### config.mk
export PLATFORM = sky130hd
export DESIGN_NAME = physics_sequencer_flat
export DESIGN_NICKNAME = d
export VERILOG_FILES = /design/src/rtl/physics_sequencer_pkg.sv /design/src/rtl/physics_sequencer_if.sv /design/src/rtl/physics_sequencer_seq_watchdog.sv /design/src/rtl/physics_sequencer.sv /design/src/flat_wrapper.sv
export SDC_FILE = /design/constraint.sdc
export NUM_CORES = 1
export LEC_CHECK = 0
export BUFFER_PORTS_ARGS = -buffer_cell sky130_fd_sc_hd__buf_2
export CORE_MARGIN = 2
export CORE_UTILIZATION = 25
export CTS_BUF_LIST = sky130_fd_sc_hd__clkbuf_4 sky130_fd_sc_hd__clkbuf_8
export DETAILED_ROUTE_END_ITERATION = 10
export GPL_ROUTABILITY_DRIVEN = 1
export PLACE_DENSITY_LB_ADDON = 0.25
export SLEW_MARGIN = 15
export SYNTH_ARGS = -nofsm -noshare
export SYNTH_HDL_FRONTEND = slang
export SYNTH_SLANG_ARGS = --single-unit
### constraint.sdc
create_clock -name clk -period 2.3 [get_ports clk]
set_input_delay 0.23 -clock clk [delete_from_list [all_inputs] [get_ports clk]]
set_output_delay 0.23 -clock clk [all_outputs]
set_load 0.1 [all_outputs]
### src/rtl/physics_sequencer_pkg.sv
// Shared types for the frame physics sequencer: FSM states, hit flag layout and defaults.
// Pure declarations; no latency or flow-control behaviour of its own.
package physics_sequencer_pkg;

  typedef enum logic [1:0] {
    IDLE = 2'd0,
    REQ  = 2'd1,
    NEXT = 2'd2
  } seq_state_t;

  // Bit positions inside a hit_t result word.
  localparam int HIT_LEFT     = 4;
  localparam int HIT_RIGHT    = 3;
  localparam int HIT_TOP      = 2;
  localparam int HIT_BOTTOM   = 1;
  localparam int HIT_GROUNDED = 0;

  typedef logic [4:0] hit_t;

  localparam int N_PLAT_DEF = 4;

endpackage

### src/rtl/physics_sequencer_if.sv
// Request/ack link between the sequencer (master) and the shared collision checker (slave).
// No latency; chk_player/plat_idx are held by the master while chk_req is high.
interface physics_sequencer_if #(
  parameter int IDX_W = 4
);
  import physics_sequencer_pkg::*;

  logic             chk_req;
  logic             chk_player;
  logic [IDX_W-1:0] plat_idx;
  logic             chk_ack;
  hit_t             chk_hit;

  modport master (
    output chk_req, chk_player, plat_idx,
    input  chk_ack, chk_hit
  );

  modport slave (
    input  chk_req, chk_player, plat_idx,
    output chk_ack, chk_hit
  );

endinterface

### src/rtl/physics_sequencer_seq_watchdog.sv
// Counts unanswered request cycles; expire_o fires combinationally on the TIMEOUT-th one.
// Counter clears whenever clear_i is high or on expiry, so each request gets a fresh budget.
module physics_sequencer_seq_watchdog #(
  parameter int TIMEOUT = 64
) (
  input  logic clk,
  input  logic rst_n,
  input  logic clear_i,
  input  logic wait_i,
  output logic expire_o
);

  localparam int CW = $clog2(TIMEOUT + 1);

  logic [CW-1:0] cnt_q;
  logic [CW-1:0] cnt_d;

  assign expire_o = wait_i && (cnt_q == CW'(TIMEOUT - 1));

  always_comb begin
    cnt_d = cnt_q;
    if (clear_i || expire_o) begin
      cnt_d = '0;
    end else if (wait_i) begin
      cnt_d = cnt_q + 1'b1;
    end
  end

  always_ff @(posedge clk or negedge rst_n) begin
    if (!rst_n) begin
      cnt_q <= '0;
    end else begin
      cnt_q <= cnt_d;
    end
  end

endmodule

### src/rtl/physics_sequencer.sv
// Per-frame scheduler sharing one collision checker between two players; publishes OR-ed flags.
// First chk_req one cycle after frame_tick; each request waits for chk_ack or times out.
module physics_sequencer
  import physics_sequencer_pkg::*;
#(
  parameter int N_PLAT  = N_PLAT_DEF,
  parameter int IDX_W   = 4,
  parameter int TIMEOUT = 64
) (
  input  logic                clk,
  input  logic                reset,
  input  logic                frame_tick_i,
  input  logic                clr_err_i,
  physics_sequencer_if.master chk,
  output hit_t                col_p0_o,
  output hit_t                col_p1_o,
  output logic [1:0]          update_p_o,
  output logic                busy_o,
  output logic                overrun_o,
  output logic                chk_err_o
);

  localparam logic [IDX_W-1:0] LAST_IDX = IDX_W'(N_PLAT - 1);

  seq_state_t       state_q;
  logic             req_q;
  logic             player_q;
  logic             fin_q;
  logic [IDX_W-1:0] idx_q;
  hit_t             acc_q;
  hit_t             col0_q;
  hit_t             col1_q;
  logic [1:0]       upd_q;
  logic             ovr_q;
  logic             err_q;

  logic in_req;
  logic ack;
  logic expire;
  logic done;
  hit_t acc_nx;

  assign in_req = (state_q == REQ);
  assign ack    = in_req && chk.chk_ack;
  assign done   = ack || expire;
  // A timed-out request contributes nothing to the accumulator.
  assign acc_nx = acc_q | (ack ? chk.chk_hit : '0);

  physics_sequencer_seq_watchdog #(
    .TIMEOUT (TIMEOUT)
  ) u_wdog (
    .clk      (clk),
    .rst_n    (reset),
    .clear_i  (!in_req || chk.chk_ack),
    .wait_i   (in_req && !chk.chk_ack),
    .expire_o (expire)
  );

  always_ff @(posedge clk or negedge reset) begin
    if (!reset) begin
      state_q  <= IDLE;
      req_q    <= 1'b0;
      player_q <= 1'b0;
      fin_q    <= 1'b0;
      idx_q    <= '0;
      acc_q    <= '0;
      col0_q   <= '0;
      col1_q   <= '0;
      upd_q    <= '0;
      ovr_q    <= 1'b0;
      err_q    <= 1'b0;
    end else begin
      upd_q <= '0;
      // Clear first so a same-cycle set event wins.
      if (clr_err_i) begin
        ovr_q <= 1'b0;
        err_q <= 1'b0;
      end
      if (frame_tick_i && (state_q != IDLE)) ovr_q <= 1'b1;
      if (expire) err_q <= 1'b1;

      case (state_q)
        IDLE: begin
          if (frame_tick_i) begin
            state_q  <= REQ;
            req_q    <= 1'b1;
            player_q <= 1'b0;
            idx_q    <= '0;
            acc_q    <= '0;
            fin_q    <= 1'b0;
          end
        end
        REQ: begin
          if (done) begin
            state_q <= NEXT;
            req_q   <= 1'b0;
            if (idx_q == LAST_IDX) begin
              if (player_q) col1_q <= acc_nx;
              else          col0_q <= acc_nx;
              upd_q[player_q] <= 1'b1;
              fin_q    <= player_q;
              player_q <= ~player_q;
              idx_q    <= '0;
              acc_q    <= '0;
            end else begin
              idx_q <= idx_q + 1'b1;
              acc_q <= acc_nx;
            end
          end
        end
        NEXT: begin
          if (fin_q) begin
            state_q <= IDLE;
            fin_q   <= 1'b0;
          end else begin
            state_q <= REQ;
            req_q   <= 1'b1;
          end
        end
        default: begin
          state_q <= IDLE;
          req_q   <= 1'b0;
        end
      endcase
    end
  end

  assign chk.chk_req    = req_q;
  assign chk.chk_player = player_q;
  assign chk.plat_idx   = idx_q;
  assign col_p0_o       = col0_q;
  assign col_p1_o       = col1_q;
  assign update_p_o     = upd_q;
  assign busy_o         = (state_q != IDLE);
  assign overrun_o      = ovr_q;
  assign chk_err_o      = err_q;

endmodule

### src/flat_wrapper.sv
// flat-port wrapper written by rule: the top's interface ports become plain ports
module physics_sequencer_flat import physics_sequencer_pkg::*;
#(
  parameter int N_PLAT  = N_PLAT_DEF,
  parameter int IDX_W   = 4,
  parameter int TIMEOUT = 64
)
  (clk, reset, frame_tick_i, clr_err_i, col_p0_o, col_p1_o, update_p_o, busy_o, overrun_o, chk_err_o, chk_chk_req, chk_chk_player, chk_plat_idx, chk_chk_ack, chk_chk_hit);
  physics_sequencer_if #(.IDX_W(IDX_W)) chk_i ();
  input  logic clk;
  input  logic reset;
  input  logic frame_tick_i;
  input  logic clr_err_i;
  output hit_t col_p0_o;
  output hit_t col_p1_o;
  output logic [1:0] update_p_o;
  output logic busy_o;
  output logic overrun_o;
  output logic chk_err_o;
  output wire logic [$bits(chk_i.chk_req)-1:0] chk_chk_req;
  output wire logic [$bits(chk_i.chk_player)-1:0] chk_chk_player;
  output wire logic [$bits(chk_i.plat_idx)-1:0] chk_plat_idx;
  input wire logic [$bits(chk_i.chk_ack)-1:0] chk_chk_ack;
  input wire logic [$bits(chk_i.chk_hit)-1:0] chk_chk_hit;
  assign chk_chk_req = chk_i.chk_req;
  assign chk_chk_player = chk_i.chk_player;
  assign chk_plat_idx = chk_i.plat_idx;
  assign chk_i.chk_ack = chk_chk_ack;
  assign chk_i.chk_hit = chk_chk_hit;
  physics_sequencer #(.N_PLAT(N_PLAT), .IDX_W(IDX_W), .TIMEOUT(TIMEOUT)) u_core (.clk(clk), .reset(reset), .frame_tick_i(frame_tick_i), .clr_err_i(clr_err_i), .chk(chk_i), .col_p0_o(col_p0_o), .col_p1_o(col_p1_o), .update_p_o(update_p_o), .busy_o(busy_o), .overrun_o(overrun_o), .chk_err_o(chk_err_o));
endmodule
# Yosys cells after proc, flatten, opt, wreduce, memory -nomap -nowiden
# Cells that the tools add are included.
# word_totals
register_bits,35
# classes
n_reduce_logical,24
n_mux,34
bitwise_logic,2
addsub,2
n_lt_le_gt_ge,2
eq_ne,8
# op_table
cell,count
$mux 5,4
$reduce_and 4->1,4
$mux 7,2
$mux 1,13
$mux 4,3
$mux 2,5
$pmux 5 s2,1
$reduce_bool 2->1,5
$ne 2x2->1 const B,4
$pmux 4 s2,1
$add 7x1->7 const B,1
$eq 7x6->1 const B,1
$pmux 1 s3,2
$pmux 2 s3,1
$reduce_and 3->1,2
$logic_and 1x1->1,5
$or 5x5->5,1
$add 4x1->4 const B,1
$eq 4x2->1 const B,1
$logic_or 1x1->1,3
$reduce_bool 3->1,1
$eq 2x1->1 const B,1
$eq 2x2->1 const B,1
$logic_not 1->1,2
other kinds (7),7

# Longest topological paths before layout
# logic_depth
depth_word,7
depth_mapped,6
depth_no_buf,5

# Modules after synthesis
# A second synthesis with hierarchy kept.
# hier_totals
hier_cells,133
area_unflattened_um2,1620.3
# by_module_without_submodules
module,cells_per_inst,area_each_um2,instances,seq_area_each_um2
physics_sequencer,98,1256.2,1,700.7
physics_sequencer_seq_watchdog,35,364.1,1,175.2

# Worst setup path before layout
# OpenSTA, ideal clock, no wires.
# synth_timing
path_kind,register to register
startpoint,"reg u_core.idx_q[0], in the netlist u_core.chk.plat_idx[0]"
endpoint,"reg u_core.col1_q[0], in the netlist u_core.col_p1_o[0]"
path_slack_ns,0.028
t_arrival_ns,2.144
t_required_ns,2.172
setup_time_ns,0.128
stages_incl_launch_ff,5
period_less_slack_ns,2.272
cell_sequence,dfrtp_1 ha_1 nor3b_4 nand3_4 mux2_1
# synth_between
elab_chain_len,2
# synth_lines
item,line,text
"start, declared",physics_sequencer.sv:29,logic [IDX_W-1:0] idx_q;
"start signal, assigned",physics_sequencer.sv:106,idx_q <= idx_q + 1'b1;
$eq 4x2->1,physics_sequencer.sv:97,if (idx_q == LAST_IDX) begin
$reduce_and 4->1 (no source line),--,
"end signal, assigned",physics_sequencer.sv:98,if (player_q) col1_q <= acc_nx;
"end, declared",physics_sequencer.sv:32,hit_t col1_q;
# No other way between the ends.
# A chain may end at the register's enable or synchronous reset.

# Worst setup path in the final report
# layout_timing
startpoint,"reg u_core.idx_q[0], in the netlist u_core.chk.plat_idx[0]"
endpoint,reg u_core.acc_q[1]
# layout_between
elab_chain_len,4
# layout_lines
item,line,text
$eq 4x2->1,physics_sequencer.sv:97,
$mux 5,physics_sequencer.sv:97,
$mux 5,physics_sequencer.sv:94,if (done) begin
$pmux 5 s2,physics_sequencer.sv:82,case (state_q)
"end signal, assigned",physics_sequencer.sv:107,acc_q <= acc_nx;
"end, declared",physics_sequencer.sv:30,hit_t acc_q;
# No other way between the ends. The select of a mux whose other input is x is not followed.

==> qor.yml <==
run_status:
  status: "finished, final reports clean"
timing:
  period_share_pct: 78.61
  hold_viol: 0
  tightest_slew_ns: 0.8083
  setup_viol: 0
  grt_setup_unrepaired: "no"
  slew_headroom_pct: 46.11
  skew_ns: 0.009527
  number_of_pins_with_negative_max_slew_slack_in_the_final_report: 0
  achievable-frequency_mhz: 553.1
  fin_crit_ns: 1.808
  tns_ns: 0
  timing.final.ws_setup_ns: 0.4919
cells_and_area:
  area_delta_synth_final_pct: 22.20
  fin_nets: 175
  regArea_um2: 875.8
  final.fill_count: 657
  fraction_of_layout_cells_with_a_size_suffix_above_1_pct: 29.88
  multiInputGateArea_um2: 676.9
  num_antenna_cells: 0
pwr:
  power_density_over_the_cells_nw_per_um2: 1299
  report.power.total_mw: 2.532
  p_leak_nw: 0.9982
  vdd_drop_max_mv: 0.5246
route:
  wl_per_cell_um: 13.83
  detail_route.drc_violations: 0
  postRouteWirelength_um: 3332
  dr.first_iter.drc_count: 73
  vias: 1105
  drt-pass1-iter-count: 4
  post_drt_via_cell_ratio: 4.585
  number_of_nets_still_failing_antenna_checks_after_routing: 0
grt:
  globalRoute.totalOverflow: 0
  maximum_number_of_pins_on_one_net_before_global_route_repair: 36
  wire_length_of_the_first_global_routing_pass_um: 5761
  antenna_found_initial: 0
  grt.total_usage_pct: 10.21
  first_global_vias: 1124
synthesis:
  synthesized_nets: 139
  synth_most_common_cell: "sky130_fd_sc_hd__dfrtp_1"
  fraction_of_registers_with_async_set_reset_pct: 100.0
  synthesis.area_um2: 1595
  yosys.area.top_type_share_pct: 54.90
  synth_area_leaders: "sky130_fd_sc_hd__dfrtp_1, sky130_fd_sc_hd__mux2_1, sky130_fd_sc_hd__a21o_1"
  yosysUniqueCellTypes: 40
  synthesis.instances: 127
  synth.yosys.seq_area_share_pct: 54.90
  syn_area_per_cell_um2: 12.56
  synth.largest_area_cell: "sky130_fd_sc_hd__dfrtp_1"
  yosysWarnings: 0
  synth_top_flop_cell: "sky130_fd_sc_hd__dfrtp_1"
  synth_commonest_cells: "sky130_fd_sc_hd__dfrtp_1, sky130_fd_sc_hd__mux2_1, sky130_fd_sc_hd__nor2_1"
  synth_enable_flop_cells: 0
  synth.ff_latch_count: 35
floorplanning:
  floorplan.io_pins: 31
  effective_utilization_at_floorplan_pct: 25.41
  die_area_um2: 7036
  core_area_um2: 6277
  die_boundary_width_um: 83.88
  die-height_um: 83.88
  row_count: 29
worst_setup_path:
  slowest_stage: "sky130_fd_sc_hd__dfrtp_1"
  path_cells: "ha_1 > nor3b_4 > nand2_1 > o22ai_1 > nor2b_1"
  critical_path.endpoint_type: "flop"
  criticalPathCategory: "flop to flop"
  required_ns: 2.45
  critPathMaxStageDelay_ns: 0.43
  cp_num_buf_inv: 0
  path_max_fanout: 6
  timing.critical_path.from_type: "flop"
  timing.critical_path.arrival_ns: 1.96
  path_delay_family: "simple AND/OR/NAND/NOR gates"
clocking:
  cts_max_path_buffers: 2
  root_buffer: "sky130_fd_sc_hd__clkbuf_8"
  clock_latency_ns: 0.29
  cts_buffers: 5
  clock_pin_slew_worst_setup_and_hold_paths_ns: 0.08
  post_cts.resized_instances: 0
  htree_levels: 2
  cts_hold_buffers: 0
  cts_num_sinks: 35
  cts_tree: "built"
  postCtsSetupRepairBufs: 0
placement:
  number_of_i_o_port_buffers: 30
  place.detailed.hpwl_um: 2414
  place_ws_ns: 0.4725
  gp_congestion: 0.7669
hold_path:
  hp-class: "primary input to asynchronous set/reset pin"
run:
  max_cap_violations: 0
[sequential cells by signal, indices dropped and copies added, names as in the netlist]
signal	cells
u_core.chk.chk_req	1
u_core.acc_q	5
u_core.fin_q	1
u_core.chk.chk_player	1
u_core.update_p_o	2
u_core.overrun_o	1
u_core.chk.plat_idx	4
u_core.col_p0_o	5
u_core.col_p1_o	5
u_core.u_wdog.cnt_q	7
u_core.state_q	2
u_core.chk_err_o	1
[logic make-up after synthesis]
| kind of cell | share of synthesized area (%) |
|---|---|
| AOI/OAI and AO/OA | 14.43 |
| buffers and inverters | 2.667 |
| DFF | 54.90 |
| xor gates and xnor gates | 2.196 |
| and+or+nand+nor | 17.18 |
| muxes | 7.059 |
| adders and majority gates | 1.568 |
[stage by stage]
step	util, %	hold WS, ns	cell area [um^2]	cells
after global placement	29.20	0.3797	1833	233
after floorplan	-	-0.06559	1595	127
final	31.05	0.03028	1949	241
after CTS	31.05	0.06106	1949	241
after global routing	31.05	0.08869	1949	241
after detailed placement	29.20	0.3804	1833	233
[layer usage]
metal / GRT usage (%) / vias up / wire length (um)
met4: 2.199 / 0 / 9
li1: - / 533 / -
met1: 14.68 / 543 / 1616
met5: 0 / - / 0
met3: 3.165 / 2 / 205
met2: 15.13 / 27 / 1500
[cell type report]
class | count | share of cell area [%]
clock inverter | 3 | 2.439
sequential | 35 | 44.93
timing repair buffer | 31 | 8.087
clock buffer | 5 | 3.530
tap | 77 | 4.942
inverter | 7 | 1.348
multi-input combinational | 83 | 34.72
[layout by cell type (no fill, tap or decap), types with 4 or more instances in the layout]
master and n:
sky130_fd_sc_hd__a21o_1 5, sky130_fd_sc_hd__nor2_1 9, sky130_fd_sc_hd__a21oi_1 4, sky130_fd_sc_hd__inv_1 7, sky130_fd_sc_hd__mux2_1 10, sky130_fd_sc_hd__dfrtp_1 35, sky130_fd_sc_hd__nor2b_1 6, sky130_fd_sc_hd__buf_2 30
sky130_fd_sc_hd__nand2_1 4, sky130_fd_sc_hd__clkbuf_8 5
[final timing paths]
kind	from	to	slack, ns	cells past startpoint
setup / recovery	u_core.chk.plat_idx[0]	u_core.acc_q[1]	0.49	5
hold / removal	reset	u_core.overrun_o	0.03	1
setup reg to reg	u_core.chk.plat_idx[0]	u_core.acc_q[1]	0.49	5
hold reg to reg	u_core.u_wdog.cnt_q[0]	u_core.u_wdog.cnt_q[0]	0.45	1
max in group asynchronous	reset	u_core.col_p1_o[4]	1.76	1
min in group clk	frame_tick_i	u_core.overrun_o	0.23	2
[power breakdown]
| part | internal [mW] | leakage [nW] | switching, mW |
|---|---|---|---|
| combinational | 0.258 | 0.466 | 0.841 |
| sequential | 0.748 | 0.473 | 0.108 |
| clock | 0.329 | 0.0587 | 0.248 |
Power figures use the tool's default switching activity.
